`src/rtl/uart_tx_arbiter_pkg.sv`:
```
// Shared definitions for the UART transmit arbiter: FSM state encoding,
// the default end-of-line byte and a constant-evaluable clog2 helper.
package uart_tx_arbiter_pkg;

  typedef enum logic {
    ST_IDLE  = 1'b0,
    ST_GRANT = 1'b1
  } arb_state_t;

  localparam logic [7:0] DEFAULT_EOL_CHAR = 8'h0A;

  // Smallest r with 2**r >= v; clog2(1) = 0.
  function automatic int unsigned clog2(input int unsigned v);
    int unsigned r;
    r = 0;
    for (int unsigned k = 0; k < 32; k++) begin
      if ((64'd1 << k) < 64'(v)) r = k + 1;
    end
    return r;
  endfunction

endpackage

```
`src/rtl/uart_tx_arbiter_rr_priority_picker.sv`:
```
// Combinational round-robin picker: returns the first asserted request
// found when searching upward from i_ptr, wrapping modulo N.
// Ports:
//   i_req    [N-1:0]     request vector
//   i_ptr    [IDXW-1:0]  index with highest priority (must be < N)
//   o_onehot [N-1:0]     one-hot winner, zero when no request
//   o_idx    [IDXW-1:0]  winner index, zero when no request
//   o_any                at least one request present
module rr_priority_picker
  import uart_tx_arbiter_pkg::*;
#(
  parameter int unsigned N    = 2,
  parameter int unsigned IDXW = clog2(N)
) (
  input  logic [N-1:0]    i_req,
  input  logic [IDXW-1:0] i_ptr,
  output logic [N-1:0]    o_onehot,
  output logic [IDXW-1:0] o_idx,
  output logic            o_any
);

  logic [IDXW-1:0] w_cand;

  always_comb begin
    o_onehot = '0;
    o_idx    = '0;
    o_any    = 1'b0;
    w_cand   = '0;
    for (int unsigned k = 0; k < N; k++) begin
      w_cand = IDXW'((32'(i_ptr) + k) % N);
      if (!o_any && i_req[w_cand]) begin
        o_any            = 1'b1;
        o_onehot[w_cand] = 1'b1;
        o_idx            = w_cand;
      end
    end
  end

endmodule

```
`src/rtl/uart_tx_arbiter.sv`:
```
// Shares one UART transmitter between NUM_REQ byte-stream requesters.
// Round-robin arbitration with a line lock: once granted, a requester keeps
// the transmitter until it sends EOL_CHAR, reaches MAX_BURST bytes, or leaves
// valid low long enough to hit IDLE_TIMEOUT. One IDLE cycle separates grants.
// Ports:
//   clk        system clock
//   rst_b      asynchronous active-low reset
//   req_data   byte of requester i at [8i+7:8i]
//   req_valid  requester i has a byte
//   req_ready  byte of requester i accepted when req_valid[i] also high
//   tx_data    byte to the transmitter (0 while idle)
//   tx_valid   tx_data valid
//   tx_ready   transmitter can accept a byte
//   grant      one-hot current owner, zero when idle
//   busy       high while a requester owns the transmitter
module uart_tx_arbiter
  import uart_tx_arbiter_pkg::*;
#(
  parameter int unsigned NUM_REQ      = 2,
  parameter logic [7:0]  EOL_CHAR     = DEFAULT_EOL_CHAR,
  parameter int unsigned MAX_BURST    = 80,
  parameter int unsigned IDLE_TIMEOUT = 1024
) (
  input  logic                   clk,
  input  logic                   rst_b,
  input  logic [8*NUM_REQ-1:0]   req_data,
  input  logic [NUM_REQ-1:0]     req_valid,
  output logic [NUM_REQ-1:0]     req_ready,
  output logic [7:0]             tx_data,
  output logic                   tx_valid,
  input  logic                   tx_ready,
  output logic [NUM_REQ-1:0]     grant,
  output logic                   busy
);

  localparam int unsigned IDXW = clog2(NUM_REQ);
  localparam int unsigned BW   = clog2(MAX_BURST + 1);
  localparam int unsigned IW   = clog2(IDLE_TIMEOUT);

  arb_state_t          r_state, w_state_nxt;
  logic [NUM_REQ-1:0]  r_grant, w_grant_nxt;
  logic [IDXW-1:0]     r_gidx, w_gidx_nxt;
  logic [IDXW-1:0]     r_ptr, w_ptr_nxt;
  logic [BW-1:0]       r_burst, w_burst_nxt, w_burst_inc;
  logic [IW-1:0]       r_idle, w_idle_nxt;

  logic [NUM_REQ-1:0]  w_pick_onehot;
  logic [IDXW-1:0]     w_pick_idx;
  logic                w_pick_any;

  logic [7:0]          w_own_data;
  logic                w_own_valid;
  logic                w_xfer;
  logic                w_release;

  rr_priority_picker #(
    .N    (NUM_REQ),
    .IDXW (IDXW)
  ) u_picker (
    .i_req    (req_valid),
    .i_ptr    (r_ptr),
    .o_onehot (w_pick_onehot),
    .o_idx    (w_pick_idx),
    .o_any    (w_pick_any)
  );

  // Owner's byte and valid, selected by the registered grant index.
  always_comb begin
    w_own_data  = '0;
    w_own_valid = 1'b0;
    for (int unsigned i = 0; i < NUM_REQ; i++) begin
      if (IDXW'(i) == r_gidx) begin
        w_own_data  = req_data[8*i +: 8];
        w_own_valid = req_valid[i];
      end
    end
  end

  // Pass-through to the transmitter; everything is gated by the registered
  // state so reset forces all handshake outputs low immediately.
  always_comb begin
    tx_data   = '0;
    tx_valid  = 1'b0;
    req_ready = '0;
    if (r_state == ST_GRANT) begin
      tx_data   = w_own_data;
      tx_valid  = w_own_valid;
      req_ready = tx_ready ? r_grant : '0;
    end
  end

  assign grant = r_grant;
  assign busy  = (r_state == ST_GRANT);

  always_comb begin
    w_state_nxt = r_state;
    w_grant_nxt = r_grant;
    w_gidx_nxt  = r_gidx;
    w_ptr_nxt   = r_ptr;
    w_burst_nxt = r_burst;
    w_idle_nxt  = r_idle;
    w_xfer      = 1'b0;
    w_release   = 1'b0;
    w_burst_inc = r_burst + 1'b1;

    case (r_state)
      ST_IDLE: begin
        if (w_pick_any) begin
          w_state_nxt = ST_GRANT;
          w_grant_nxt = w_pick_onehot;
          w_gidx_nxt  = w_pick_idx;
          w_burst_nxt = '0;
          w_idle_nxt  = '0;
        end
      end
      ST_GRANT: begin
        w_xfer = w_own_valid && tx_ready;
        if (w_xfer) begin
          w_burst_nxt = w_burst_inc;
          w_idle_nxt  = '0;
          // EOL on the last allowed byte is still a single release.
          w_release   = (w_own_data == EOL_CHAR) ||
                        (w_burst_inc == BW'(MAX_BURST));
        end else begin
          if (!w_own_valid && (r_idle != IW'(IDLE_TIMEOUT - 1)))
            w_idle_nxt = r_idle + 1'b1;
          w_release = (r_idle == IW'(IDLE_TIMEOUT - 1));
        end
        if (w_release) begin
          w_state_nxt = ST_IDLE;
          w_grant_nxt = '0;
          w_burst_nxt = '0;
          w_idle_nxt  = '0;
          w_ptr_nxt   = (r_gidx == IDXW'(NUM_REQ - 1)) ? '0 : r_gidx + 1'b1;
        end
      end
      default: w_state_nxt = ST_IDLE;
    endcase
  end

  always_ff @(posedge clk or negedge rst_b) begin
    if (!rst_b) begin
      r_state <= ST_IDLE;
      r_grant <= '0;
      r_gidx  <= '0;
      r_ptr   <= '0;
      r_burst <= '0;
      r_idle  <= '0;
    end else begin
      r_state <= w_state_nxt;
      r_grant <= w_grant_nxt;
      r_gidx  <= w_gidx_nxt;
      r_ptr   <= w_ptr_nxt;
      r_burst <= w_burst_nxt;
      r_idle  <= w_idle_nxt;
    end
  end

endmodule
```
`config.mk`:
```
export PLATFORM = sky130hd
export DESIGN_NAME = uart_tx_arbiter
export DESIGN_NICKNAME = d
export VERILOG_FILES = /design/src/rtl/uart_tx_arbiter_pkg.sv /design/src/rtl/uart_tx_arbiter_rr_priority_picker.sv /design/src/rtl/uart_tx_arbiter.sv
export SDC_FILE = /design/constraint.sdc
export NUM_CORES = 1
export LEC_CHECK = 0
export ABC_AREA = 0
export ABC_CLOCK_PERIOD_IN_PS = 1900
export BUFFER_PORTS_ARGS = -buffer_cell sky130_fd_sc_hd__buf_2
export CORE_ASPECT_RATIO = 0.6
export CORE_MARGIN = 8
export CORE_UTILIZATION = 25
export DETAILED_ROUTE_END_ITERATION = 10
export PLACE_DENSITY_LB_ADDON = 0.05
export SLEW_MARGIN = 20
export SYNTH_ARGS = -nofsm -noshare
export SYNTH_HDL_FRONTEND = slang
export SYNTH_SLANG_ARGS = --single-unit
```
`constraint.sdc`:
```
create_clock -name clk -period 1.9 [get_ports clk]
set_input_delay 0.38 -clock clk [delete_from_list [all_inputs] [get_ports clk]]
set_output_delay 0.38 -clock clk [all_outputs]
set_load 0.01 [all_outputs]
```
=== After elaboration in Yosys (flattened, before gate mapping) ===
Index checks and enable logic that the tools add are counted.

* Register bits: 22
* Bits in latches: 0
* RAM bits: 0
* Bits in read-only memories: 0
* Input bits: 21
* Output and inout bits: 14
* Word-level logic and storage cells: 75
* Memories kept: 0

* Add/sub/neg operators: 4
* Multiply operators: 0
* Divide/modulo/power cells: 0
* $lt $le $gt $ge: 4
* Eq/ne operators: 8
* Shifts and indexed selects: 0
* Multiplexer cells: 38
* Bitwise gates (word level): 2
* Reductions and logical operators: 13

{| class="wikitable"
|+ Operators with widths
! kind !! number
|-
| 10-bit 2-to-1 mux || 4
|-
| 7-bit 2-to-1 mux || 3
|-
| 10-bit one-hot mux with 2 select lines || 1
|-
| 1-bit 2-to-1 mux || 17
|-
| 8-bit 2-to-1 mux || 2
|-
| 7-bit one-hot mux with 2 select lines || 1
|-
| 2-bit 2-to-1 mux || 6
|-
| 10-bit by 1-bit adder with 10-bit output (second input constant) || 1
|-
| 10-bit equality test (second input constant) || 1
|-
| 10-bit != test (second input constant) || 1
|-
| 2-bit AND reduction || 5
|-
| 8-bit by 4-bit equality test with 1-bit output (second input constant) || 1
|-
| 7-bit by 1-bit adder with 7-bit output (second input constant) || 1
|-
| 7-bit equality test (second input constant) || 1
|-
| 1-bit logical AND || 5
|-
| 1-bit by 2-bit < comparator with 1-bit output (second input constant) || 2
|-
| 2-bit by 1-bit != test with 1-bit output (second input constant) || 2
|-
| 4-bit by 1-bit != test with 1-bit output (second input constant) || 1
|-
| 2-bit one-hot mux with 2 select lines || 1
|-
| 3-bit by 1-bit != test with 1-bit output (second input constant) || 1
|-
| 1-bit adder (second input constant) || 2
|-
| 1-bit demux with 1-bit select || 2
|-
| 1-bit greater-or-equal comparator (second input constant) || 2
|-
| 1-bit logical NOT || 2
|-
| other kinds (4) || 4
|}

=== Longest topological paths before layout ===
* Depth after elaboration: 9
* Gate-level depth with buffers: 7
* Depth with buffers taken out: 6

=== Modules after synthesis ===
Synthesis repeated with hierarchy kept, for this count alone.

* Cells, all modules: 167
* Area total of the unflattened synthesis: 1526.5 um2

{| class="wikitable"
|+ By module, submodules not included
! module !! times used !! cells an instance !! area each (um2) !! sequential area each (um2)
|-
| uart_tx_arbiter || 1 || 162 || 1493.9 || 550.5
|-
| rr_priority_picker || 1 || 5 || 32.5 || 0.0
|}

=== Least setup slack after synthesis ===
No wires, ideal clock.

* Path type: reg2reg
* Start: reg r_burst[0]
* End: reg r_burst[3]
* Library setup time: 101 ps
* Arrival: 1553 ps
* Required time: 1799 ps
* Path slack: 246 ps
* Stages on the path, launching flop included: 6
* Path buffers: 0
* Period minus slack after synthesis: 1654 ps
* Path through: dfrtp_1 -> ha_1 -> and4b_2 -> a211oi_4 -> nand2_4 -> o311ai_2

* Longest elaborated chain between the ends: 7
* Elaborated cells on any way between the ends: 10
* Those cells by class: add/sub: 1; eq/ne: 2; mux: 5; reduce/logical: 2

{| class="wikitable"
|+ Ends and longest elaborated chain
! what !! line !! RTL
|-
| start, declared || uart_tx_arbiter.sv:44 || <nowiki>logic [BW-1:0] r_burst, w_burst_nxt, w_burst_inc;</nowiki>
|-
| start signal, assigned || uart_tx_arbiter.sv:154 || <nowiki>r_burst <= w_burst_nxt;</nowiki>
|-
| 7-bit by 1-bit adder with 7-bit output * || uart_tx_arbiter.sv:104 || <nowiki>w_burst_inc = r_burst + 1'b1;</nowiki>
|-
| 7-bit equality test || uart_tx_arbiter.sv:123 || <nowiki>(w_burst_inc == BW'(MAX_BURST));</nowiki>
|-
| 1-bit logical OR || uart_tx_arbiter.sv:122 || <nowiki>w_release = (w_own_data == EOL_CHAR) ||</nowiki>
|-
| 1-bit 2-to-1 mux || uart_tx_arbiter.sv:118 || <nowiki>if (w_xfer) begin</nowiki>
|-
| 1-bit 2-to-1 mux || uart_tx_arbiter.sv:106 || <nowiki>case (r_state)</nowiki>
|-
| 7-bit 2-to-1 mux or 3-bit by 1-bit != test with 1-bit output (tied branches) || -- ||
|-
| 7-bit one-hot mux with 2 select lines or 2-bit AND reduction (tied branches) || -- ||
|}

Mark *: on every way between the ends. The rest lies on a longest branch, timed or not. The select of a mux whose other input is x is not followed.
A chain may end at the register's enable or synchronous reset.

=== Worst setup path in the final report ===
* Start: reg r_gidx
* End: reg r_idle[9]

* Longest elaborated chain between the ends: 7
* Elaborated cells on any way between the ends: 14
* Those cells by class: eq/ne: 2; mux: 7; reduce/logical: 5

{| class="wikitable"
|+ Ends and longest elaborated chain
! what !! line !! RTL
|-
| start, declared || uart_tx_arbiter.sv:42 || <nowiki>logic [IDXW-1:0] r_gidx, w_gidx_nxt;</nowiki>
|-
| start signal, assigned || uart_tx_arbiter.sv:152 || <nowiki>r_gidx <= w_gidx_nxt;</nowiki>
|-
| 8-bit 2-to-1 mux || uart_tx_arbiter.sv:72 || <nowiki>if (IDXW'(i) == r_gidx) begin</nowiki>
|-
| 8-bit by 4-bit equality test with 1-bit output || uart_tx_arbiter.sv:122 ||
|-
| 1-bit logical OR || uart_tx_arbiter.sv:122 ||
|-
| 1-bit 2-to-1 mux || uart_tx_arbiter.sv:118 ||
|-
| 1-bit 2-to-1 mux || uart_tx_arbiter.sv:106 ||
|-
| 4-bit by 1-bit != test with 1-bit output (no line) or 10-bit 2-to-1 mux (tied branches) || -- ||
|-
| 2-bit AND reduction (no line) or 10-bit one-hot mux with 2 select lines (tied branches) || -- ||
|-
| end signal, assigned || uart_tx_arbiter.sv:155 || <nowiki>r_idle <= w_idle_nxt;</nowiki>
|-
| end, declared || uart_tx_arbiter.sv:45 || <nowiki>logic [IW-1:0] r_idle, w_idle_nxt;</nowiki>
|}

Several ways; a longest one is shown, not always the timed one. The select of a mux whose other input is x is not followed.

==> flow_metrics.py <==
metrics = {
    "worst_setup_path": {
        "critPathRequiredTime_ns": 2.10,
        "cp.arrival_ns": 1.98,
        "critPathCaptureType": "register",
        "rr_worst_depth": 5,
        "critPathLaunchType": "register",
        "r2r_slack_ns": 0.12,
        "worstSetupPathType": "reg2reg",
        "worstPathMaxFanout": 8,
        "r2r-start": "r_gidx",
        "timing.rr.end": "r_idle[9]",
    },
    "floorplan": {
        "die_h_um": 76.97,
        "dieArea_um2": 9053,
        "io_pins": 35,
        "die_w_um": 117.6,
        "coreArea_um2": 6056,
        "start_util_pct": 25.58,
        "row_count": 22,
    },
    "clock_network": {
        "clockRootBuffer": "clkbuf_8",
        "post_cts_buffers": 0,
        "htreeDepth": 1,
        "cts_tree": "yes",
        "numCtsBuffers": 3,
        "clk-insertion-delay-late_ns": 0.27,
        "cts_max_path_buffers": 2,
        "cts_sinks": 22,
        "cts.reportedPaths.clkPinSlew_ns": 0.09,
    },
    "final_layout": {
        "n_antenna_cell": 0,
        "area_growth_pct": 23.34,
        "drive_gt1_share_pct": 32.70,
        "finalInstanceArea_um2": 1911,
        "final_nets": 235,
        "fillers": 649,
    },
    "drt": {
        "wire_per_inst_um": 14.92,
        "vias": 1415,
        "drc": 0,
        "drt-pass1-iter-count": 6,
        "postRouteAntennaNets": 0,
        "drt_iter0_markers": 71,
        "vias_per_cell": 4.797,
        "drt_wl_total_mm": 4.402,
    },
    "sta": {
        "relSlewSlack_pct": 65.26,
        "finalSetupTns_ns": 0,
        "finClkSkew_ns": 0.007393,
        "finalCritPeriodShare_pct": 93.50,
        "rsz0062_at_grt": "false",
        "period_needed_ns": 1.776,
        "slew_violations": 0,
        "hold_viol": 0,
        "worst_pin_slew_ns": 0.5211,
        "setup_viol": 0,
        "fmax_mhz": 562.9,
    },
    "synthesis": {
        "synth-edff-count": 0,
        "ys_warn_count": 0,
        "synth_top_area_share_pct": 35.54,
        "yosysSeqAreaShare_pct": 35.54,
        "syn_area_um2": 1549,
        "syn_inst": 169,
        "post_synth.cell_area_avg_um2": 9.166,
        "synth_area_leader_cell": "dfrtp_1",
        "synth_area_leaders": "dfrtp_1 (36%), mux2i_1 (6.5%), nand2_1 (5.1%), nor2_1 (4.4%), nand3_1 (4.2%)",
        "syn-num-nets": 192,
        "synth_async_sr_flop_share_pct": 100.0,
        "ys.flop_type": "dfrtp_1",
        "synth_cell_types": 51,
        "synth_seq_cells": 22,
    },
    "power_and_ir_drop": {
        "power_switching_mw": 0.7926,
        "p_clk_share_pct": 18.0,
        "ir_worst_vdd_v": 0.0004515,
        "finalPower_mw": 1.954,
        "combPwrFrac_pct": 44.6,
        "power.internal_mw": 1.161,
        "power.density_nw_per_um2": 1023,
        "p_leak_nw": 0.9020,
        "p_seq_share_pct": 37.4,
        "swShare_pct": 40.57,
    },
    "place": {
        "dp_hpwl_mm": 3.500,
        "place_congestion": 0.7678,
        "placed_area_um2": 1849,
        "io_buffers": 34,
    },
    "grt": {
        "grt_max_degree": 23,
        "antenna_found_initial": 0,
        "grt_pass1_wl_mm": 7.279,
        "grt_pass1_vias": 1416,
        "grt_usage_pct": 9.768,
        "overflow": 0,
    },
    "flow_run": {
        "cap_viol_max_count": 0,
    },
    "min_path": {
        "hp-class": "in2async",
    },
    "outcome": {
        "status": "finished clean",
    },
}
-- timing repair --
item	CTS	global route
resized for setup	0	3
endpoints found under the setup margin	0	6
hold buffers	0	0
-- power by group through the flow --
stage	registers, mW	logic, mW	clock network, mW
floorplan	0.691	0.618	0
global placement	0.735	0.879	0
detailed placement	0.736	0.883	0
CTS	0.727	0.887	0.368
global route	0.753	0.973	0.386
finish	0.731	0.871	0.352
-- synth_stat cells (2+ instances only) --
library cell,n
dfrtp_1,22
nand2_1,21
nor2_1,18
nand3_1,13
mux2i_1,10
a21oi_1,7
and3_1,6
o21ai_1,6
inv_1,5
nand4_1,5
nand2b_1,3
nand4b_1,3
o21ai_0,3
a31oi_1,2
a41oi_1,2
buf_2,2
buf_6,2
ha_1,2
nand2_4,2
nor4_2,2
o211ai_1,2
xnor2_1,2
-- cell type report --
| type | count | area (um^2) | share of cell area, % |
|---|---|---|---|
| multi-input cells | 136 | 933.4 | 48.85 |
| flip-flops and latches | 22 | 553.0 | 28.95 |
| repair buffers | 44 | 245.2 | 12.84 |
| well taps | 84 | 105.1 | 5.501 |
| clock buffers | 4 | 55.05 | 2.881 |
| inverters | 5 | 18.77 | 0.9823 |
-- worst max-delay path, cell delays in order (launching register included) --
cell and delay, ns:
dfrtp_2 0.48, mux2_4 0.36, a21o_2 0.25, nor2b_2 0.29
a41oi_1 0.17, a31oi_1 0.16
-- cells in the final DEF (no fill, tap or decap), types with 2 or more instances in the layout --
| cell type | count |
|---|---|
| o21ai_0 | 3 |
| o21ai_1 | 5 |
| clkbuf_8 | 4 |
| nand2_1 | 21 |
| buf_2 | 34 |
| o211ai_1 | 2 |
| mux2i_1 | 10 |
| dfrtp_1 | 20 |
| ha_1 | 2 |
| a21oi_1 | 7 |
| nand3_1 | 13 |
| inv_1 | 5 |
| dfrtp_2 | 2 |
| a41oi_1 | 2 |
| nand2b_1 | 3 |
| nand4_1 | 5 |
| nor4_2 | 2 |
| nand2_4 | 2 |
| xnor2_1 | 2 |
| buf_4 | 10 |
| and3_1 | 6 |
| nor2_1 | 18 |
| nand4b_1 | 3 |
| a31oi_1 | 2 |
-- logic make-up after synthesis --
kind of cell    count (synthesis)  share of synthesized area (%)
mux                            11                          7.431
simple gates                   86                          32.72
fa+ha+maj                       2                          1.615
buf+inv                        11                          4.442
compound gates                 34                          16.56
flops                          22                          35.54
xor+xnor                        3                          1.697
-- through the flow --
stage / cells / hold WS (ns) / util, % / setup slack (ns)
after global placement: 291 / 0.3939 / 30.54 / 0.1189
after CTS: 295 / 0.1007 / 31.45 / 0.05343
after detailed placement: 291 / 0.3962 / 30.54 / 0.09857
after floorplan: 169 / 0.08441 / - / 0.2461
after global routing: 295 / 0.1198 / 31.55 / 0.006925
final: 295 / 0.07790 / 31.55 / 0.1235
-- per-layer routing --
metal,global-route usage (%),part of all wire [%]
met1,13.54,53
met2,14.93,44
met3,2.705,2.3
met4,1.525,0.48
met5,0,0
-- worst max-delay path by stage --
| stage | start | end | slack (ns) | depth (start not counted) |
|---|---|---|---|---|
| after detailed placement | r_gidx | r_idle[9] | 0.1 | 5 |
| after CTS | busy | tx_data[3] | 0.05 | 4 |
| after global routing | r_gidx | r_idle[9] | 0.007 | 5 |
| after floorplan | r_burst[0] | r_burst[3] | 0.25 | 5 |
| final | r_gidx | r_idle[9] | 0.12 | 5 |
| after global placement | r_burst[0] | r_burst[3] | 0.12 | 5 |
-- state kept, by name, summed over array words and instances (netlist names) --
signal / count
r_burst: 7
grant: 2
r_gidx: 1
busy: 1
r_idle: 10
r_ptr: 1
Note: power is estimated with default switching activity, not from simulation.
